<file path="src/rtl/jtpopeye_dma.sv">
// rtl/jtpopeye_dma.sv - vblank-triggered bus-master DMA from main RAM into the object line buffer
module jtpopeye_dma #(
    parameter logic [9:0]  START = 10'h000,
    parameter logic [10:0] LEN   = 11'd1024
) (
    input  logic       clk,
    input  logic       rst_n,
    input  logic       cen,
    input  logic       VB,
    input  logic       busak_n,
    output logic       busrq_n,
    output logic       dma_cs,
    output logic [9:0] AD_DMA,
    input  logic [7:0] DD_DMA,
    output logic [9:0] obj_addr,
    output logic [7:0] obj_data,
    output logic       obj_we,
    output logic       busy,
    output logic       done,
    output logic       overrun
);

    typedef enum logic [2:0] {IDLE, REQ, XFER, DRAIN, RELEASE} state_t;

    state_t      state_q, state_d;
    logic        vbl_q, busrq_n_q, busrq_n_d, dma_cs_q, dma_cs_d;
    logic [9:0]  ad_q, ad_d;
    logic [10:0] off_q, off_d;
    logic [9:0]  wr_cnt_q, wr_cnt_d;
    logic        pend_q, pend_d;
    logic [9:0]  obj_addr_q, obj_addr_d;
    logic [7:0]  obj_data_q, obj_data_d;
    logic        obj_we_q, obj_we_d, busy_q, busy_d, done_q, done_d, overrun_q, overrun_d;
    logic        vb_edge;

    assign vb_edge = VB & ~vbl_q;

    always_comb begin
        state_d    = state_q;
        busrq_n_d  = busrq_n_q;
        dma_cs_d   = dma_cs_q;
        ad_d       = ad_q;
        off_d      = off_q;
        wr_cnt_d   = wr_cnt_q;
        pend_d     = 1'b0;
        obj_addr_d = obj_addr_q;
        obj_data_d = obj_data_q;
        obj_we_d   = 1'b0;
        busy_d     = busy_q;
        done_d     = 1'b0;
        overrun_d  = overrun_q | (vb_edge & (state_q != IDLE));

        // pend_q: the RAM latched an address last cen, so its byte is on DD_DMA now
        if (pend_q) begin
            obj_we_d   = 1'b1;
            obj_data_d = DD_DMA;
            obj_addr_d = wr_cnt_q;
            wr_cnt_d   = wr_cnt_q + 10'd1;
        end

        case (state_q)
            IDLE: begin
                if (vb_edge) begin
                    state_d   = REQ;
                    busrq_n_d = 1'b0;
                    busy_d    = 1'b1;
                end
            end
            REQ: begin
                if (!busak_n) begin
                    state_d  = XFER;
                    dma_cs_d = 1'b1;
                    ad_d     = START;
                    off_d    = 11'd1;
                    wr_cnt_d = '0;
                end
            end
            XFER: begin
                pend_d = 1'b1;
                // off_q counts addresses already presented; LEN of them ends the burst
                if (off_q == LEN) begin
                    state_d = DRAIN;
                end else begin
                    ad_d  = ad_q + 10'd1;
                    off_d = off_q + 11'd1;
                end
            end
            DRAIN: begin
                dma_cs_d  = 1'b0;
                busrq_n_d = 1'b1;
                state_d   = RELEASE;
            end
            RELEASE: begin
                if (busak_n) begin
                    busy_d  = 1'b0;
                    done_d  = 1'b1;
                    state_d = IDLE;
                end
            end
            default: state_d = IDLE;
        endcase
    end

    always_ff @(posedge clk or negedge rst_n) begin
        if (!rst_n) begin
            state_q    <= IDLE;
            vbl_q      <= 1'b0;
            busrq_n_q  <= 1'b1;
            dma_cs_q   <= 1'b0;
            ad_q       <= START;
            off_q      <= '0;
            wr_cnt_q   <= '0;
            pend_q     <= 1'b0;
            obj_addr_q <= '0;
            obj_data_q <= '0;
            obj_we_q   <= 1'b0;
            busy_q     <= 1'b0;
            done_q     <= 1'b0;
            overrun_q  <= 1'b0;
        end else if (cen) begin
            state_q    <= state_d;
            vbl_q      <= VB;
            busrq_n_q  <= busrq_n_d;
            dma_cs_q   <= dma_cs_d;
            ad_q       <= ad_d;
            off_q      <= off_d;
            wr_cnt_q   <= wr_cnt_d;
            pend_q     <= pend_d;
            obj_addr_q <= obj_addr_d;
            obj_data_q <= obj_data_d;
            obj_we_q   <= obj_we_d;
            busy_q     <= busy_d;
            done_q     <= done_d;
            overrun_q  <= overrun_d;
        end
    end

    assign busrq_n  = busrq_n_q;
    assign dma_cs   = dma_cs_q;
    assign AD_DMA   = ad_q;
    assign obj_addr = obj_addr_q;
    assign obj_data = obj_data_q;
    assign obj_we   = obj_we_q;
    assign busy     = busy_q;
    assign done     = done_q;
    assign overrun  = overrun_q;

endmodule

</file>
<file path="config.mk">
export PLATFORM = sky130hd
export DESIGN_NAME = jtpopeye_dma
export DESIGN_NICKNAME = d
export VERILOG_FILES = /design/src/rtl/jtpopeye_dma.sv
export SDC_FILE = /design/constraint.sdc
export NUM_CORES = 1
export LEC_CHECK = 0
export BUFFER_PORTS_ARGS = -buffer_cell sky130_fd_sc_hd__buf_2
export CELL_PAD_IN_SITES_DETAIL_PLACEMENT = 1
export CELL_PAD_IN_SITES_GLOBAL_PLACEMENT = 1
export CORE_AREA = 2 2 109 111
export DETAILED_ROUTE_END_ITERATION = 10
export DIE_AREA = 0 0 111 113
export PLACE_DENSITY = 0.5
export SLEW_MARGIN = 10
export SYNTH_ARGS = -nofsm -noshare
export SYNTH_HDL_FRONTEND = slang
export SYNTH_SLANG_ARGS = --single-unit
</file>
<file path="constraint.sdc">
create_clock -name clk -period 2.4 [get_ports clk]
set_input_delay 0.36 -clock clk [delete_from_list [all_inputs] [get_ports clk]]
set_output_delay 0.36 -clock clk [all_outputs]
set_load 0.02 [all_outputs]
</file>
==> results by stage <==
STA:
- On the final layout, the worst clock skew is roughly 0.0064 ns.
- The number of setup violations in the final report is 0.
- The highest clock rate is approximately 520 MHz.
- The time the final worst path needs with I/O delays and setup is a little under 2 ns.
- The final critical path takes up about 80% of the cycle.
- The worst slew slack as a fraction of its limit is a little over half.
- Final hold analysis gives a worst-case slack of roughly 0.06 ns.
- At the pin with the least slew margin, the transition time is about 0.7 ns.
- The final-layout setup total negative slack is 0 ns.
- Setup repair after global routing left no endpoint under its margin.
- The final critical-path setup slack is about 0.48 ns.
- The number of hold violations in the final report is 0.
- The final max-slew violation count is 0.

CTS:
- CTS saw 60 sinks.
- In this run, post-CTS hold repair placed 0 buffers.
- The post-cts sizing count is 0.
- The total CTS buffers is 9.
- The clock edge transition at the registers on the reported setup and hold paths is ~0.050 ns.
- The number of buffers on the longest clock path is 2.
- TritonCTS built the clock tree.
- CTS placed an instance of clkbuf_16 at the clock tree root.
- The latest clock arrival within the worst-skew pair is 0.33 ns.
- The maximum level of the CTS H-tree is 3.
- The buffers inserted during post-CTS setup optimization is 0.

Die:
- The die boundary width is 111 um.
- The die covers between 10000 and 15000 sq um.
- The floorplan step set the die height to approximately 110 um.
- The placeable core region is 11300 sq um.
- In this run the core area contains 39 standard-cell rows.
- In this run the count of I/O pins placed on the die edge is 47.
- The initial utilization of the core area, before any placement, comes to 25.7%.

Placement:
- The minimum setup slack after placement is between 0.4 and 0.5 ns.
- The number of port buffers is 46.
- The instance count after placement with tap cells included is 448.
- The HPWL after detailed placement is between 4 and 5 mm.
- The congestion estimate from routability-driven global placement came to approximately 0.76.
- Summing all placed instances gives a cell area of between 3000 and 4000 sq um.

Detailed routing:
- The iteration count of the initial detailed-routing pass is 4.
- The final route contains between 2k and 2.5k vias.
- Dividing the detail-routed wire length by the instance count gives about 15 um.
- The DRC violation count after routing is 0.
- The remaining antenna violation count after routing is 0.
- The aggregate routed wire length is 7.03 mm.
- Using the TritonRoute via totals, the vias-per-cell ratio works out to ~4.9.
- The detailed router finished its first iteration with around 100 violations.

Synth:
- Counting flops with a built-in enable in the synthesized netlist gives 0.
- The number of nets handed over by synthesis was roughly 290.
- The post-synthesis cell area is ~2900 sq um.
- By area the synthesized netlist is led by dfrtp_1 51%, mux2_2 7.4%, nand2_1 4.0%.
- The number of different library cells used by synthesis comes to 42.
- The fraction of registers with async set/reset is 100%.
- The top cell type's share of synthesized area is 51.0%.
- The mean instance size in the synthesized netlist is 10.7 sq um.
- Sequential elements use approximately half of the synthesized area.
- The cell count after synthesis came out at 270.
- The total number of yosys warnings is 0.
- The flip-flop cell with the highest count after synthesis is dfrtp_1.
- dfrtp_1 takes more of the synthesized area than any other cell.
- The register bit total from synthesis is 60.

Power:
- The post-route total power is 3.80 mW.
- VDD sags by at most 0.308 mV.
- For this design the static power due to leakage is ~1.7 nW.
- For this design the ratio of total power to cell area is about 1100 nW/um^2.

Setup path:
- The worst setup path is captured at a flop.
- By startpoint and endpoint, the worst setup path is classified as reg -> reg.
- The critical path starts at off_q[7].
- The number of buffers and inverters on the critical path is 0.
- The dominant delay contributor by cell family on the critical path is compound AO/OA/AOI/OAI gates.
- On the critical path, the stage with the largest delay is an instance of a31o_2.
- On the worst path, the slowest cell contributes a delay of 0.59 ns.
- The endpoint required time on the critical path is 2.62 ns.
- The highest fanout seen on the critical path is 30.
- The minimum setup slack among reg-to-reg paths is about 0.48 ns.
- In this run the critical register-to-register path is launched from off_q[7].
- The depth of the critical timing path with buffers and inverters included is 4.
- The worst register-to-register path ends at AD_DMA[2].
- Walking the worst path, the cells encountered are nor4_1, a31o_2, nor3b_1, a21o_1.
- The data arrival time of the critical path is 2.14 ns.
- The logic depth of the worst register-to-register path is 4.
- STA classifies the critical path startpoint as a flop.

GRT:
- Entering global routing, the biggest net connects 38 pins.
- The first global-routing pass estimated roughly 12 mm of wire.
- The total track usage is approximately an eighth.
- The via count of the first global-routing pass is between 2k and 2.5k.
- The number of antenna violations at the first check in global routing is 0.
- After global routing the overflow that remains totals 0.

Final layout:
- The filler cells instantiated in the layout total roughly 1.3k.
- Leaving out fill and tap cells, the most frequent cell in the layout is dfrtp_1.
- The final antenna diode count is 0.
- The post-route netlist has 27.4% of its cells at a drive strength greater than 1.
- The number of nets in the finished design is around 330.
- Once layout is complete, the cells apart from fillers number roughly 460.
- The final core utilization is 31.6%.
- In the layout the commonest cells are 59 x dfrtp_1, 46 x buf_2, 31 x nand2_1.
- The finished cells cover ~3600 sq um.
- The area growth from synthesis to final layout is 23.0%.

Outcome:
- The run finished with clean final reports.

Hold path:
- In this run the worst hold path is classified as in -> async.

Job:
- The max capacitance violation total is 0.
area by class of cell:
| cell class | count | area (sq um) | area share [%] |
|---|---|---|---|
| Sequential cell | 60 | 1500 | 42.2 |
| Multi-Input combinational cell | 189 | 1270 | 35.6 |
| Timing Repair Buffer | 49 | 265 | 7.45 |
| Clock buffer | 12 | 246 | 6.92 |
| Tap cell | 143 | 179 | 5.02 |
| Clock inverter | 4 | 72.6 | 2.04 |
| Inverter | 7 | 26.3 | 0.738 |
logic make-up (layout without fill, tap and decap cells):
| logic type | after synthesis | in the layout | synth area share [%] |
|---|---|---|---|
| mux | 19 | 19 | 7.39 |
| fa+ha+maj | 4 | 4 | 1.73 |
| simple gates | 112 | 112 | 21.3 |
| xor+xnor | 10 | 10 | 3.03 |
| flops | 60 | 60 | 51.9 |
| buf+inv | 21 | 72 | 4.24 |
| compound gates | 44 | 44 | 10.4 |
cell usage after synthesis, drive strengths merged (6+ instances only):
| cell type | number |
|---|---|
| dfrtp | 59 |
| nand2 | 31 |
| mux2 | 19 |
| nor2 | 18 |
| buf | 11 |
| nand3 | 11 |
| nand4 | 10 |
| o211ai | 9 |
| o21ai | 9 |
| or4 | 9 |
| inv | 7 |
| xnor2 | 6 |
power breakdown:
part	internal (mW)	switching (mW)	total [mW]
combinational	0.392	0.593	0.985
clock	0.935	0.448	1.38
sequential	1.23	0.200	1.43
metal layers:
| layer | vias to the layer above | track usage (%) | wire [um] |
|---|---|---|---|
| li1 | 1086 | - | - |
| met3 | 11 | 2.89 | 197 |
| met1 | 1141 | 15.8 | 3470 |
| met4 | 0 | 5.75 | 135 |
| met5 | - | 0 | 0 |
| met2 | 27 | 18.7 | 3230 |
worst max path at each step:
stage | to | slack (ns)
3_5_place_dp | AD_DMA[2] | 0.45
2_1_floorplan | AD_DMA[5] | 0.73
4_1_cts | AD_DMA[2] | 0.44
6_report | AD_DMA[2] | 0.48
5_1_grt | off_q[7] | 0.24
3_3_place_gp | off_q[2] | 0.54
registers in the layout, summed over array words and instances, names as in the netlist, 3 cells and up:
signal / cells
off_q: 11
AD_DMA: 10
obj_addr: 10
obj_data: 8
state_q: 3
wr_cnt_q: 10
Note: power is estimated with default switching activity, not from simulation.
